## src/rtl/tqvp_bus_pkg.sv

```systemverilog
// rtl/tqvp_bus_pkg.sv - shared size encodings, FSM states and data masking for the TinyQV peripheral bus
package tqvp_bus_pkg;

  localparam logic [1:0] SIZE_8      = 2'b00;
  localparam logic [1:0] SIZE_16     = 2'b01;
  localparam logic [1:0] SIZE_32     = 2'b10;
  localparam logic [1:0] STROBE_NONE = 2'b11;

  typedef enum logic [1:0] {
    ST_IDLE,
    ST_WRITE,
    ST_READ,
    ST_RESP
  } state_e;

  function automatic logic [31:0] size_mask(input logic [1:0] size, input logic [31:0] data);
    case (size)
      SIZE_8:  return {24'd0, data[7:0]};
      SIZE_16: return {16'd0, data[15:0]};
      default: return data;
    endcase
  endfunction

endpackage

```

## src/rtl/tqvp_bus_initiator.sv

```systemverilog
// rtl/tqvp_bus_initiator.sv - single-transaction TinyQV peripheral bus master with valid/ready command and response ports
module tqvp_bus_initiator
  import tqvp_bus_pkg::*;
#(
  parameter int unsigned TIMEOUT = 16
) (
  input  logic        clk,
  input  logic        rst_n,
  input  logic        cmd_valid,
  output logic        cmd_ready,
  input  logic        cmd_write,
  input  logic [1:0]  cmd_size,
  input  logic [5:0]  cmd_addr,
  input  logic [31:0] cmd_wdata,
  output logic        rsp_valid,
  input  logic        rsp_ready,
  output logic [31:0] rsp_rdata,
  output logic        rsp_err,
  output logic [5:0]  per_address,
  output logic [31:0] per_data_in,
  output logic [1:0]  per_data_write_n,
  output logic [1:0]  per_data_read_n,
  input  logic [31:0] per_data_out,
  input  logic        per_data_ready
);

  localparam logic [7:0] CNT_LAST = 8'(TIMEOUT - 1);

  state_e      state_q, state_d;
  logic [1:0]  size_q, size_d;
  logic [5:0]  addr_q, addr_d;
  logic [31:0] wdata_q, wdata_d;
  logic [31:0] rdata_q, rdata_d;
  logic        err_q, err_d;
  logic [7:0]  cnt_q, cnt_d;

  always_ff @(posedge clk or negedge rst_n) begin
    if (!rst_n) begin
      state_q <= ST_IDLE;
      size_q  <= STROBE_NONE;
      addr_q  <= '0;
      wdata_q <= '0;
      rdata_q <= '0;
      err_q   <= 1'b0;
      cnt_q   <= '0;
    end else begin
      state_q <= state_d;
      size_q  <= size_d;
      addr_q  <= addr_d;
      wdata_q <= wdata_d;
      rdata_q <= rdata_d;
      err_q   <= err_d;
      cnt_q   <= cnt_d;
    end
  end

  always_comb begin
    state_d = state_q;
    size_d  = size_q;
    addr_d  = addr_q;
    wdata_d = wdata_q;
    rdata_d = rdata_q;
    err_d   = err_q;
    cnt_d   = cnt_q;
    case (state_q)
      ST_IDLE: begin
        if (cmd_valid) begin
          size_d  = cmd_size;
          addr_d  = cmd_addr;
          wdata_d = cmd_wdata;
          cnt_d   = '0;
          if (cmd_size == STROBE_NONE) begin
            state_d = ST_RESP;
            err_d   = 1'b1;
            rdata_d = '0;
          end else begin
            state_d = cmd_write ? ST_WRITE : ST_READ;
          end
        end
      end
      ST_WRITE: begin
        state_d = ST_RESP;
        err_d   = 1'b0;
        rdata_d = '0;
      end
      ST_READ: begin
        cnt_d = cnt_q + 8'd1;
        // Data arriving in the final wait cycle still counts as success.
        if (per_data_ready) begin
          state_d = ST_RESP;
          err_d   = 1'b0;
          rdata_d = size_mask(size_q, per_data_out);
        end else if (cnt_q == CNT_LAST) begin
          state_d = ST_RESP;
          err_d   = 1'b1;
          rdata_d = '0;
        end
      end
      ST_RESP: begin
        if (rsp_ready) state_d = ST_IDLE;
      end
      default: state_d = ST_IDLE;
    endcase
  end

  assign cmd_ready        = (state_q == ST_IDLE);
  assign rsp_valid        = (state_q == ST_RESP);
  assign rsp_rdata        = rdata_q;
  assign rsp_err          = err_q;
  assign per_address      = addr_q;
  assign per_data_in      = wdata_q;
  assign per_data_write_n = (state_q == ST_WRITE) ? size_q : STROBE_NONE;
  assign per_data_read_n  = (state_q == ST_READ)  ? size_q : STROBE_NONE;

endmodule

```

## config.mk

```make
export PLATFORM = sky130hd
export DESIGN_NAME = tqvp_bus_initiator
export DESIGN_NICKNAME = d
export VERILOG_FILES = /design/src/rtl/tqvp_bus_pkg.sv /design/src/rtl/tqvp_bus_initiator.sv
export SDC_FILE = /design/constraint.sdc
export NUM_CORES = 1
export LEC_CHECK = 0
export ABC_AREA = 1
export CAP_MARGIN = 20
export CORE_ASPECT_RATIO = 1.2
export CORE_MARGIN = 4
export CORE_UTILIZATION = 40
export CTS_CLUSTER_DIAMETER = 30
export DETAILED_ROUTE_END_ITERATION = 8
export PLACE_DENSITY = 0.75
export REMOVE_ABC_BUFFERS = 1
export SYNTH_ARGS = -nofsm -noshare
export SYNTH_HDL_FRONTEND = slang
export SYNTH_SLANG_ARGS = --single-unit
```

## constraint.sdc

```tcl
create_clock -name clk -period 2.9 [get_ports clk]
set_clock_uncertainty 0.2 [all_clocks]
set_input_delay 0.435 -clock clk [delete_from_list [all_inputs] [get_ports clk]]
set_output_delay 0.435 -clock clk [all_outputs]
set_load 0.01 [all_outputs]
```

; Word-level counts from Yosys, hierarchy flattened
; Index checks and enable logic that the tools add are counted.
[totals]
ff_bits = 83
elab_cells = 48
[op_classes]
n_addsub = 1
eq_ne = 10
n_mux = 22
reduce_logical = 8
[ops]
columns = op, count
row1 = 32-bit two-way mux, 4
row2 = 32-bit case mux with 3 select lines, 1
row3 = 32-bit case mux with 2 select lines, 1
row4 = 2-bit two-way mux, 8
row5 = 8-bit case mux with 2 select lines, 1
row6 = 8-bit by 1-bit adder with 8-bit output (second input constant), 1
row7 = 8-bit by 4-bit == test with 1-bit output (second input constant), 1
row8 = 8-bit two-way mux, 1
row9 = 2-bit case mux with 4 select lines, 1
row10 = 2-bit == test (second input constant), 3
row11 = 2-bit by 1-bit == test with 1-bit output (second input constant), 2
row12 = 2-bit zero test, 2
row13 = 1-bit two-way mux, 4
row14 = 2-bit by 1-bit != test with 1-bit output (second input constant), 2
row15 = 2-bit AND reduction, 2
row16 = 4-bit AND reduction, 1
row17 = 3-bit != test (second input constant), 1
row18 = 1-bit case mux with 3 select lines, 1
row19 = 3-bit AND reduction, 1
row20 = 3-bit nonzero test, 1
row21 = 2-bit != test (second input constant), 1
row22 = 2-bit nonzero test, 1

; Longest topological paths before layout
; Gate-level depths: netlist (run 1).
[logic_depth]
ltp_word = 4
depth_mapped = 10
mapped_depth_nobuf = 9

; Worst setup path after synthesis (run 1)
; No wires, ideal clock.
[synth_path]
path_kind = register to register
startpoint = register state_q[0]
endpoint = register rdata_q[10], in the netlist rsp_rdata[10]
setup_time_ns = 0.117
arrival_ns = 1.580
required_ns = 2.583
path_slack_ns = 1.002
stages_incl_launch_ff = 10
synth_period_minus_slack_ns = 1.898
cell_sequence = dfrtp_1 > inv_1 > ha_1 > buf_4 > inv_1 > or2_1 > buf_6 > buf_2 > nand4_1 > nand2_1
[synth_via]
elab_chain_cells = 3
elab_cells_between_ends = 9
classes_between = 5 x eq/ne / 1 x mux / 3 x reduce/logical
[synth_rtl]
columns = element, line_no
row1 = start: declaration, tqvp_bus_initiator.sv:29  ; state_e state_q, state_d;
row2 = start signal: assignment, tqvp_bus_initiator.sv:47  ; state_q <= state_d;
row3 = 2-bit zero test (*), -
row4 = net cmd_ready, tqvp_bus_initiator.sv:10  ; output logic cmd_ready,
row5 = "2-bit by 1-bit != test with 1-bit output (no source line), or another cell as far along", -
row6 = 4-bit AND reduction (no source line), -
row7 = end signal: assignment, tqvp_bus_initiator.sv:51  ; rdata_q <= rdata_d;
row8 = end: declaration, tqvp_bus_initiator.sv:33  ; logic [31:0] rdata_q, rdata_d;
; Mark *: on every way through the listed nets, which the timed path passes. The rest lies on a longest branch.
; A chain may end at the register's enable or synchronous reset.

; Worst setup path after layout (run 1)
[layout_path]
startpoint = register state_q[0]
endpoint = output per_data_read_n[1]
[layout_via]
elab_chain_cells = 2
[layout_rtl]
columns = element, line_no
row1 = 2-bit == test, tqvp_bus_initiator.sv:113  ; assign per_data_read_n = (state_q == ST_READ) ? size_q : STROBE_NONE;
row2 = 2-bit two-way mux, tqvp_bus_initiator.sv:113
row3 = end: declaration, tqvp_bus_initiator.sv:22  ; output logic [1:0] per_data_read_n,
; Every way passes these cells.

==> results by group, run 1 <==
Timing
  • Post-layout minimum cycle time: between 2 and 3 ns
  • Slew @ Worst Pin: about 0.67 ns
  • RSZ-0062 raised after global routing: false
  • Peak Freq: 399 MHz
  • TNS Setup: 0 ns
  • Worst slew margin: 0.553
  • Final period util: 0.863
  • Final-report hold violation count: 0
  • Worst hold margin: between 0.2 and 0.3 ns
  • Slew Limit Fails: 0
  • Final setup fails: 0

Synth
  • Syn Area/Cell: approximately 7.9 um2
  • Seq/Total Area, Yosys: 0.539
  • Cell variety after synth: 23
  • Synth area leader: dfrtp_1
  • Synth warnings: 0
  • Synth top area cells: dfrtp_1, nand2_1, nand4_1
  • Synth top area share: 0.526
  • Cells after synthesis: a little under 500
  • Synth Cell Area: roughly 3900 um2
  • Seq cells post-synth: 83

Global routing
  • Total grt overflow: 0
  • Number of global-route vias before repair: between 3000 and 4000
  • GRT Total Usage: 0.181
  • Wire length of the first global-routing pass: around 17000 um
  • Largest net degree at the start of global routing: 48
  • Initial antenna violation count: 0

CTS
  • Clk slew on worst S/H paths: around 0.07 ns
  • Clk Latency, worst-skew pair: approximately 0.33 ns
  • # Post-CTS Setup Buffers: 0
  • H-tree levels: 3
  • CTS max path bufs: 2
  • CTS root buf: clkbuf_16
  • CTS tree: yes
  • CTS sink count: 83
  • Total CTS buffers: 9

Floorplanning
  • Die height: ~120 um
  • DIE AREA: about 11000 um2
  • # rows: 39
  • Die Wd: 97.6 um
  • Core ar.: around 9500 um2
  • Starting Density: 0.407
  • I/O pins: 155

Detailed routing
  • Vias/cell: approximately 4.8
  • Final wirelength: roughly 10000 um
  • WL per Instance: 13.3 um
  • DRT Pass-1 Iters: 6
  • Via count: about 3600
  • Initial DRC Count: around 170
  • DRT antenna net count: 0
  • DRC Markers: 0

Setup path
  • Worst path required time: 2.27 ns
  • Critical setup path kind: reg2out
  • Crit-path max FO: 11
  • Worst Reg-to-Reg Cells: 6
  • Arr. time, crit path: around 1.9 ns
  • Worst setup EP type: primary output
  • Setup crit start kind: flip-flop

Cells and area
  • Multi-input logic area: 1450 um2
  • P&R area growth vs syn: 49.8%
  • Most common cell after layout, fill and taps aside: nand2_1
  • Layout net count: around 720
  • # fillers: 830
  • Share of cells above drive strength 1: 0.0484
  • Post-Route Utilization: 0.610
  • FF/Latch Area: 2080 um2
  • Most frequent cells in the layout: nand2_1, clkdlybuf4s50_1, dfrtp_1
  • N_diodes: 0

Power
  • PwrDens: approximately 900 nW/um2
  • Leakage: slightly below 3 nW
  • Worst VDD drop: 0.450 mV

Worst hold path
  • Hold Crit Depth: 2
  • Worst Hold Class: reg2reg

Outcome
  • Status: complete, no violations

Placement
  • GP Congestion: 0.826
  • IO buf count: approximately 150
  • Detailed placement HPWL: 7410 um

Flow run
  • Number of max-cap violations: 0
layout make-up:
| type | instances | area share |
|---|---|---|
| clock buffer | 10 | 0.0397 |
| tap | 123 | 0.0267 |
| timing repair buffer | 162 | 0.280 |
| sequential | 83 | 0.360 |
| inverter | 52 | 0.0338 |
| clock inverter | 6 | 0.00845 |
| multi-input combinational | 327 | 0.252 |
registers in the layout, indices dropped and copies added, names as in the netlist:
register / count
cnt_q: 8
per_data_in: 32
per_address: 6
state_q: 2
rsp_rdata: 32
rsp_err: 1
size_q: 2
worst paths after layout:
kind	from	to	slack, ns
worst max register to register	state_q[0]	size_q[1]	0.67
min in group asynchronous	rst_n	cnt_q[4]	0.41
worst min-delay path	rsp_rdata[7]	rsp_rdata[7]	0.27
worst min register to register	rsp_rdata[7]	rsp_rdata[7]	0.27
worst max-delay path	state_q[0]	per_data_read_n[1]	0.40
max in group asynchronous	rst_n	per_data_in[21]	1.48
kinds of logic (layout without fill, tap and decap cells):
family          count (synthesis)  count (layout)  share of synthesized area
xor+xnor                        1               1                    0.00227
flops                          83              83                      0.539
fa+ha+maj                       6               6                     0.0195
buf+inv                        77             230                     0.0834
compound gates                 10              10                     0.0204
simple gates                  310             310                      0.335
metrics by stage:
| stage | area (um2) | setup WS, ns | cells | power, mW |
|---|---|---|---|---|
| 2_1_floorplan | 3730 | 0.216 | 462 | 2.98 |
| 4_1_cts | 5770 | 0.394 | 763 | 5.38 |
| 5_1_grt | 5770 | 0.312 | 763 | 5.70 |
| 6_report | 5770 | 0.397 | 763 | 5.32 |
| 3_5_place_dp | 5490 | 0.652 | 746 | 4.31 |
| 3_3_place_gp | 5490 | 0.747 | 746 | 4.24 |
metal layers:
metal,up-vias,GRT usage,wire length (um)
met5,-,0,0
met4,0,0.0646,186
met3,15,0.0692,870
met2,142,0.307,4790
met1,1681,0.211,4320
li1,1799,-,-
power by group:
| part | internal, mW | leakage, nW | total, mW | switching (mW) |
|---|---|---|---|---|
| sequential | 1.58 | 1.08 | 1.84 | 0.256 |
| combinational | 1.13 | 1.76 | 2.44 | 1.31 |
| clock | 0.587 | 0.126 | 1.05 | 0.461 |
synthesized netlist by cell type:
| master | instances |
|---|---|
| xor2_1 | 1 |
| inv_2 | 1 |
| buf_4 | 2 |
| nand4_1 | 37 |
| or2_1 | 1 |
| o21bai_4 | 1 |
| buf_6 | 1 |
| inv_1 | 51 |
| ha_1 | 6 |
| o21ai_2 | 1 |
| o21ai_0 | 3 |
| clkbuf_1 | 8 |
| dfstp_2 | 2 |
| nand3_1 | 8 |
| a21oi_4 | 1 |
| buf_2 | 14 |
| nor3_1 | 8 |
| o21ai_1 | 2 |
| a21oi_1 | 2 |
| nand2_1 | 220 |
| nor2_1 | 34 |
| dfrtp_1 | 81 |
| nand3_2 | 2 |
timing repair:
action                    in CTS  in global routing
hold endpoints to repair      34                  0
resized for setup              0                  0
hold buffers                   1                  0
worst max-delay path, cell delays in order (launching register included):
cell	delay, ns
dfrtp_1	0.43
inv_1	0.10
ha_1	0.36
nand2_1	0.15
clkdlybuf4s50_1	0.50
Power figures use the tool's default switching activity.
==> run 2: changes to the inputs <==
CORE_MARGIN = not set   (was 4)
==> run 2 against run 1 <==
Final area fell by 1.9%. First-iteration DRC count fell by 12%. Die area fell by 11%. Combinational power fell by 2%.
==> results by group, run 2 (synthesis gave the netlist of run 1 again) <==
Outcome
  • Status: complete, no violations

Placement
  • GP Congestion: 0.818 (-0.98%)
  • Worst slack, placed: 0.513 ns (-0.139 ns)
  • Detailed placement HPWL: 7050 um (-4.8%)
  • IO buf count: 154 (unchanged)

Detailed routing
  • Via count: 3624 (-0.36%)
  • Vias/cell: 4.78 (+0.30%)
  • DRT Pass-1 Iters: 6 (unchanged)
  • DRT antenna net count: 0 (unchanged)
  • Initial DRC Count: 152 (-12%)
  • Final wirelength: 10100 um (-0.98%)
  • DRC Markers: 0 (unchanged)
  • WL per Instance: 13.3 um (-0.33%)

Cells and area
  • Post-Route Utilization: 0.618 (+0.00757)
  • Layout net count: 717 (-0.28%)
  • Share of cells above drive strength 1: 0.0423 (-0.00612)
  • P&R area growth vs syn: 47.0%
  • N_diodes: 0 (unchanged)
  • Most frequent cells in the layout: nand2_1, clkdlybuf4s50_1, dfrtp_1
  • Most common cell after layout, fill and taps aside: nand2_1

Setup path
  • Critical setup path kind: reg2out
  • Crit-path cells: inv_1 > ha_1 > nand2_1 > clkdlybuf4s50_1
  • Worst Reg-to-Reg Cells: 6 (unchanged)
  • Setup crit start kind: flip-flop
  • Worst path slowest cell: clkdlybuf4s50_1
  • Reg2reg end: rsp_rdata[17]
  • Slowest Stage Delay on Critical Path: 0.51 ns (about the same)
  • R2r setup slk: 0.58 ns (-0.09 ns)
  • Worst setup EP type: primary output
  • RR Startpoint: state_q[0]
  • Worst path required time: 2.27 ns (about the same)
  • Crit-path max FO: 11 (unchanged)
  • Arr. time, crit path: 1.91 ns (+0.04 ns)

CTS
  • # Post-CTS Setup Buffers: 0 (unchanged)
  • Total CTS buffers: 9 (unchanged)
  • CTS tree: yes
  • CTS max path bufs: 2 (unchanged)
  • CTS sink count: 83 (unchanged)
  • H-tree levels: 3 (unchanged)
  • Clk Latency, worst-skew pair: 0.34 ns (about the same)
  • Clk slew on worst S/H paths: 0.08 ns (about the same)
  • CTS root buf: clkbuf_8

Floorplanning
  • Starting Density: 0.420 (+0.0129)
  • I/O pins: 155 (unchanged)
  • Die Wd: 91.6 um (-6.1%)
  • Core ar.: 9180 um2 (-3.1%)
  • # rows: 38 (-2.6%)
  • Die height: 110 um (-5.2%)
  • DIE AREA: 10000 um2 (-11%)

Timing
  • Final-report hold violation count: 0 (unchanged)
  • Final WS setup: 0.351 ns (-0.0455 ns)
  • TNS Setup: 0 ns (unchanged)
  • Peak Freq: 392 MHz (-1.8%)
  • Slew Limit Fails: 0 (unchanged)
  • Final setup fails: 0 (unchanged)
  • RSZ-0062 raised after global routing: false
  • Final period util: 0.879 (+0.0157)
  • Worst slew margin: 0.537 (-0.0162)
  • Post-layout minimum cycle time: 2.55 ns (+0.0455 ns)
  • Slew @ Worst Pin: 0.693 ns (+0.0233 ns)

Worst hold path
  • Hold Startpoint: rsp_rdata[3]
  • WHS Endpoint: rsp_rdata[3]
  • Hold Crit Depth: 2 (unchanged)
  • Worst Hold Class: reg2reg

Global routing
  • Number of global-route vias before repair: 3553 (-2.2%)
  • GRT Total Usage: 0.208 (+0.0276)
  • Largest net degree at the start of global routing: 45 (-6.3%)
  • Total grt overflow: 0 (unchanged)
  • Initial antenna violation count: 0 (unchanged)
  • Wire length of the first global-routing pass: 16400 um (-1.4%)

Flow run
  • Number of max-cap violations: 0 (unchanged)

Power
  • PwrDens: 892 nW/um2 (-3.2%)
  • Worst VDD drop: 0.483 mV (+7.3%)
  • Leakage: 2.93 nW (-1.3%)
==> run 2: cell count changes in the layout (fill, tap and decap cells not counted) <==
| cell | change |
|---|---|
| clkbuf_8 | +10 |
| clkbuf_16 | -9 |
| clkinvlp_4 | -3 |
| buf_4 | -2 |
| clkbuf_1 | +2 |
| clkinv_2 | +2 |
| inv_6 | -2 |
| bufinv_16 | +1 |
| clkinv_4 | -1 |
==> run 2: timing repair <==
action | in CTS | in global routing
resized for setup | 0 | 0
hold buffers | 1 | 0
hold endpoints to repair | 43 | 0
==> run 2: power breakdown <==
part	internal (mW)	total, mW	switching [mW]
Clock	0.421	0.817	0.396
Sequential	1.58	1.84	0.259
Combinational	1.11	2.40	1.29
==> run 2: worst max path at each step <==
stage / from / to / slack (ns) / depth (start not counted)
3_3_place_gp: cmd_size[0] / rsp_rdata[30] / 0.58 / 6
6_report: state_q[0] / per_data_read_n[1] / 0.35 / 4
4_1_cts: state_q[0] / per_data_read_n[1] / 0.32 / 4
2_1_floorplan: state_q[0] / rsp_err / 0.22 / 7
5_1_grt: state_q[0] / per_data_read_n[0] / 0.26 / 4
3_5_place_dp: cmd_size[0] / rsp_rdata[12] / 0.51 / 6
==> run 2: worst max-delay path, delay by kind of cell (launching register included) <==
kind                     cells  cell delay [ns]
buffers and inverters        2             0.62
adder cells (fa/ha/maj)      1             0.41
flip-flops                   1             0.44
AND/OR/NAND/NOR              1             0.11
==> run 2: through the flow <==
stage	hold slack, ns	power, mW	std cells	area [um2]
after CTS	0.279	5.12	758	5670
after global placement	0.255	4.20	741	5470
after global routing	0.304	5.43	758	5670
after floorplan	-0.0606	2.98	462	3730
after detailed placement	0.260	4.27	741	5470
final	0.275	5.06	758	5670
==> run 2: metal layers <==
| layer | track usage | share of wire | wire length, um | vias to the layer above |
|---|---|---|---|---|
| met4 | 0.0862 | 0.014 | 138 | 0 |
| met1 | 0.243 | 0.41 | 4140 | 1672 |
| met5 | 0 | 0 | 0 | - |
| met3 | 0.0768 | 0.093 | 934 | 13 |
| li1 | - | - | - | 1794 |
| met2 | 0.349 | 0.48 | 4860 | 145 |
==> run 2: cell type report <==
type / instances / area [um2]
timing repair buffer: 160 / 1600
fill: 804 / 3510
inverter: 52 / 195
sequential: 83 / 2080
multi-input combinational: 327 / 1450
tap: 120 / 150
clock buffer: 13 / 149
clock inverter: 3 / 40.0
